$ cat config.mk
export PLATFORM = sky130hd
export DESIGN_NAME = aes_round_ctrl
export DESIGN_NICKNAME = d
export VERILOG_FILES = /design/src/rtl/aes_round_ctrl.sv
export SDC_FILE = /design/constraint.sdc
export NUM_CORES = 1
export LEC_CHECK = 0
export ABC_CLOCK_PERIOD_IN_PS = 1850
export CELL_PAD_IN_SITES_DETAIL_PLACEMENT = 0
export CELL_PAD_IN_SITES_GLOBAL_PLACEMENT = 1
export CORE_AREA = 8 8 295 297
export CTS_CLUSTER_DIAMETER = 40
export DETAILED_ROUTE_END_ITERATION = 16
export DIE_AREA = 0 0 303 305
export GPL_ROUTABILITY_DRIVEN = 0
export MAX_ROUTING_LAYER = met4
export PLACE_DENSITY_LB_ADDON = 0.1
export SYNTH_ARGS = -nofsm -noshare
export SYNTH_HDL_FRONTEND = slang
export SYNTH_SLANG_ARGS = --single-unit
$ cat constraint.sdc
create_clock -name clk -period 1.85 [get_ports clk]
set_input_delay 0.37 -clock clk [delete_from_list [all_inputs] [get_ports clk]]
set_output_delay 0.37 -clock clk [all_outputs]
set_load 0.01 [all_outputs]
$ cat src/rtl/aes_round_ctrl.sv
// rtl/aes_round_ctrl.sv - iterative AES round sequencer; optional abort input under AES_ROUND_CTRL_ABORT_EN
module aes_round_ctrl #(
    parameter int   NUM_ROUNDS = 10,
    parameter logic INVERSE    = 1'b0
) (
    input  logic         clk,
    input  logic         rst_n,
`ifdef AES_ROUND_CTRL_ABORT_EN
    input  logic         abort,
`endif
    input  logic         in_valid,
    output logic         in_ready,
    input  logic [127:0] in_data,
    output logic         rk_req,
    output logic [3:0]   rk_idx,
    input  logic         rk_valid,
    input  logic [127:0] rk_data,
    output logic [127:0] dp_state,
    output logic [127:0] dp_key,
    output logic         dp_final,
    input  logic [127:0] dp_result,
    output logic         out_valid,
    input  logic         out_ready,
    output logic [127:0] out_data,
    output logic         busy
);

    localparam logic [3:0] LAST = 4'(NUM_ROUNDS);

    typedef enum logic [1:0] {
        IDLE  = 2'd0,
        KEY0  = 2'd1,
        ROUND = 2'd2,
        DONE  = 2'd3
    } state_t;

    state_t       state;
    logic [127:0] st_q;
    logic [3:0]   rnd;
    logic         abort_hit;

    // Decryption walks the key schedule backwards from the last round key.
    function automatic logic [3:0] key_index(input logic [3:0] r);
        return INVERSE ? (LAST - r) : r;
    endfunction

`ifdef AES_ROUND_CTRL_ABORT_EN
    assign abort_hit = abort && (state != IDLE);
`else
    assign abort_hit = 1'b0;
`endif

    assign dp_state = st_q;
    assign dp_key   = rk_data;
    assign out_data = st_q;

    // Block sequencing: state, round counter, working state and registered handshake outputs.
    always_ff @(posedge clk) begin
        if (!rst_n) begin
            state     <= IDLE;
            st_q      <= '0;
            rnd       <= '0;
            in_ready  <= 1'b1;
            rk_req    <= 1'b0;
            rk_idx    <= '0;
            dp_final  <= 1'b0;
            out_valid <= 1'b0;
            busy      <= 1'b0;
        end else if (abort_hit) begin
            // The working state is deliberately left as-is; only control is unwound.
            state     <= IDLE;
            rnd       <= '0;
            in_ready  <= 1'b1;
            rk_req    <= 1'b0;
            rk_idx    <= '0;
            dp_final  <= 1'b0;
            out_valid <= 1'b0;
            busy      <= 1'b0;
        end else begin
            case (state)
                IDLE: begin
                    if (in_valid) begin
                        st_q     <= in_data;
                        state    <= KEY0;
                        in_ready <= 1'b0;
                        busy     <= 1'b1;
                        rk_req   <= 1'b1;
                        rk_idx   <= key_index(4'd0);
                    end
                end
                KEY0: begin
                    if (rk_valid) begin
                        st_q     <= st_q ^ rk_data;
                        rnd      <= 4'd1;
                        state    <= ROUND;
                        rk_idx   <= key_index(4'd1);
                        dp_final <= (LAST == 4'd1);
                    end
                end
                ROUND: begin
                    if (rk_valid) begin
                        st_q <= dp_result;
                        if (rnd == LAST) begin
                            state     <= DONE;
                            rk_req    <= 1'b0;
                            rk_idx    <= '0;
                            dp_final  <= 1'b0;
                            out_valid <= 1'b1;
                        end else begin
                            rnd      <= rnd + 4'd1;
                            rk_idx   <= key_index(rnd + 4'd1);
                            dp_final <= ((rnd + 4'd1) == LAST);
                        end
                    end
                end
                DONE: begin
                    if (out_ready) begin
                        state     <= IDLE;
                        rnd       <= '0;
                        out_valid <= 1'b0;
                        in_ready  <= 1'b1;
                        busy      <= 1'b0;
                    end
                end
                default: state <= IDLE;
            endcase
        end
    end

endmodule

Yosys cells after proc, flatten, opt, wreduce, memory -nomap -nowiden. Cells that the tools add are included.

Register bits after elaboration: 143. Latch bits: 0. RAM bits: 0. ROM bits: 0. Input port bits: 389. Word-level logic and storage cells: 71. Memories kept: 0.

Add/sub/neg operators: 1. $mul: 0. Div/mod/pow operators: 0. $lt $le $gt $ge: 0. Equality and inequality tests: 11. Shift operators: 0. Muxes and demuxes: 35. Bitwise operators: 1. Reduce and logical (&&, ||, !) cells: 14.

Operators with widths (number): $mux W128 (3); $pmux W128 S3 (1); $xor A128 B128 Y128 (1); $mux W4 (7); $pmux W4 S3 (2); $ne A2 B2 Y1 const B (6); $reduce_and A4 Y1 (3); $mux W1 (11); $mux W2 (5); $pmux W1 S2 (5); $reduce_and A5 Y1 (2); $eq A4 B4 Y1 const B (2); $pmux W2 S4 (1); $reduce_bool A2 Y1 (4); $reduce_and A3 Y1 (2); $reduce_bool A3 Y1 (2); $add A4 B1 Y4 const B (1); $eq A2 B2 Y1 const B (2); $eq A2 B1 Y1 const B (1); $logic_not A2 Y1 (1).

Logic depth before layout (Yosys ltp).
Depth after elaboration: 5. Depth in mapped cells: 9. Mapped depth without buffers: 6.

Worst setup path after synthesis. No wires, ideal clock.

Kind: register -> register. Start point: reg state[0]. End point: reg st_q[119] (netlist: dp_state[119]). Library setup time: 0.070 ns. Data arrival time: 1.690 ns. Slack: 0.090 ns. Stages on the path, launching flop included: 8. Buffers on the path: 3. Clock period less this slack: 1.760 ns. Path through: dfxtp_1 > inv_1 > ha_1 > buf_2 > buf_2 > buf_1 > o211ai_2 > a21oi_2.

Word-level cells in the longest chain between the ends: 3. Elaborated cells between the ends (all ways): 9.

Ends and longest elaborated chain: start: declaration (line 37) `state_t state;`; start signal: assignment (line 60) `state <= IDLE;`; start signal: assignment (line 71) `state <= IDLE;`; start signal: assignment (line 84) `state <= KEY0;`; $eq A2 B1 Y1 (tied with other cells) (line 80) `case (state)`; $ne A2 B2 Y1 (no line) / $reduce_bool A3 Y1 (equally long branches); $reduce_and A4 Y1 (no line); end signal: assignment (line 83) `st_q <= in_data;`; end signal: assignment (line 93) `st_q <= st_q ^ rk_data;`; end signal: assignment (line 102) `st_q <= dp_result;`; end: declaration (line 38) `logic [127:0] st_q;`.

Parallel ways exist; a longest one is shown, timed or not. A chain may end at the register's enable or synchronous reset.

Worst setup path in the final report.
Start point: in rk_data[127]. End point: out dp_key[127].

RTL lines: start: declaration (line 17) `input logic [127:0] rk_data,`; end: declaration (line 19) `output logic [127:0] dp_key,`.

No word-level cell between the ends.

==> metrics.cfg <==
[status]
status = finished, final reports clean

[global_route]
grt_pass1_wl_mm = 93.6
top_usage_layer = met2
grt_max_degree = 56
grt_use_met2 = 0.264
grt_pass1_vias = 12914
use_met3 = 0.0370
antenna_found_initial = 23
gr-total-overflow = 0
use_met1 = 0.146
grt_usage = 0.142

[clock_network]
root_buffer = clkbuf_16
htree_num_levels = 4
path_clk_slew_ns = 0.06
ctsHoldBuffers = 0
cts_tree = yes
cts_made_buffers = 17
cts_buffer_depth = 2
insertion_delay_ns = 0.48
cts.sinks = 143

[sta]
tightest_slew_ns = 0.342
finClkSkew_ns = 0.0101
period_minus_slack_ns = 1.83
setup_viol = 0
max_freq_mhz = 546
rsz0062_at_grt = yes
hold_viol = 0
slew_headroom = 0.769
drv_slew = 0
fin_setup_tns_ns = 0
post-route-period-util = 0.990
hold_ws_ns = 0.453

[setup_path]
cp_slowest_cell = clkdlybuf4s50_1
crit_fanout = 2
crit_chain = clkdlybuf4s50_1, clkdlybuf4s50_1
max_stage_delay_ns = 0.57
crit_type = input pin to primary output
path_delay_family = buffers and inverters
end_kind = primary output
arrival_ns = 1.46
required_ns = 1.48
cp-start-kind = input pin
critPathBufInv = 2
cpMostUsedCell = clkdlybuf4s50_1

[routing]
drt_iter0_markers = 399
drc_errors = 0
final_antenna_net_count = 0
wirelength_mm = 67.5
wire_per_inst_um = 21.4
via_count = 12053
drt_pass1_iterations = 4
vias_per_cell = 3.82

[pwr]
total_power_mw = 33.5
p_per_area_nw_per_um2 = 1650
p_leak_nw = 7.98
irDropWorstVdd_mv = 0.654

[floorplan]
ioPinCount = 782
core_region_area_um2 = 82600
row_count = 106
die_h_um = 305
die_w_um = 303
initial_utilization = 0.129
die_area_um2 = 92400

[synthesis]
ys.flop_type = dfxtp_1
ys_ff_latch = 143
synth_nets = 1755
syn-mean-instance-area_um2 = 7.84
async_reset_ff_frac = 0
synthCells = 1359
seq_area_frac_synth = 0.269
syn_area_um2 = 10700
ys_warn_count = 0
synth-edff-count = 0
yosysUniqueCellTypes = 40

[hold_path]
hp-class = flip-flop to flip-flop

[final_layout]
layout_common_cells = clkdlybuf4s50_1, nand2_1, dlygate4sd2_1
syn_to_final_growth_pct = 90.9
final_common_cell = clkdlybuf4s50_1
layout-drive-gt1-share = 0.197
final_nets = 2434

[place]
dpl.hpwl_mm = 54.5
place.port_buffers = 781

[run]
maxCapViolations = 0

Yosys cell counts (2+ instances only):
cell type | instances | share of area
nand2_1 | 269 | 0.095
buf_4 | 260 | 0.18
o211ai_1 | 236 | 0.17
dfxtp_1 | 143 | 0.27
xnor2_1 | 129 | 0.11
a21oi_1 | 128 | 0.060
clkbuf_1 | 56 | 0.020
buf_2 | 26 | 0.012
o211ai_2 | 20 | 0.023
a21oi_2 | 14 | 0.012
buf_1 | 9 | 0.0032
inv_1 | 9 | 0.0032
buf_6 | 7 | 0.0074
ha_1 | 7 | 0.0082
nand3_1 | 5 | 0.0023
nand4_1 | 5 | 0.0029
nor2_1 | 5 | 0.0018
nand4b_1 | 3 | 0.0025
o21ai_0 | 3 | 0.0014
a31oi_1 | 2 | 0.0012
and3_1 | 2 | 0.0012
buf_8 | 2 | 0.0028
or3_1 | 2 | 0.0012
power by group:
part	internal (mW)	switching, mW	leakage (nW)
Sequential	4.94	2.32	1.21
Combinational	11.3	11.2	6.49
Clock	2.13	1.69	0.278
what timing repair did:
item,CTS,global route
setup buffers,0,3
cloned,0,2
endpoints found under the setup margin,292,91
resized for setup,356,23
pin swaps,0,1
metal layers:
metal	share of wire	up-vias
li1	-	5867
met1	0.39	5746
met2	0.54	405
met3	0.056	35
met4	0.012	0
met5	0	-
cell families after synthesis:
logic type | share of synthesized area
AOI/OAI and AO/OA | 0.270
buffers and inverters | 0.233
and+or+nand+nor | 0.112
DFF | 0.269
xor gates and xnor gates | 0.107
adders and majority gates | 0.00822
muxes | 0.000939
final timing paths:
| kind | depth (start not counted) | end | slack, ns | from |
|---|---|---|---|---|
| max | 2 | dp_key[127] | 0.02 | rk_data[127] |
| min | 2 | rk_idx[1] | 0.45 | rk_idx[1] |
| max reg2reg | 8 | dp_state[13] | 0.09 | state[0] |
| min reg2reg | 2 | rk_idx[1] | 0.45 | rk_idx[1] |
final cells by class:
class,instances,area [um^2]
flip-flops and latches,143,3000
repair buffers,1021,9960
diodes,23,57.6
well taps,1080,1350
clock inverters,12,160
multi-input cells,846,5350
fillers,9114,62300
inverters,9,41.3
clock buffers,20,437
stage by stage:
step / instance area [um^2] / utilization / instances / setup WS [ns]
floorplan: 10700 / - / 1359 / 0.0900
global placement: 19700 / 0.239 / 3094 / -0.134
detailed placement: 19700 / 0.239 / 3094 / -0.194
CTS: 20100 / 0.244 / 3126 / 0.000507
global route: 20300 / 0.246 / 3152 / -0.00281
finish: 20300 / 0.246 / 3154 / 0.0182
worst register-to-register path, delay by kind of cell (launching register included):
family	cells	cell delay, ns
buf+inv	4	0.61
flops	1	0.34
compound gates	2	0.28
simple gates	1	0.24
fa+ha+maj	1	0.23
registers in the layout, indices dropped and copies added (netlist names):
name	flops
dp_final	1
rk_req	1
dp_state	128
rk_idx	4
in_ready	1
out_valid	1
rnd	4
busy	1
state	2
Power figures use the tool's default switching activity.
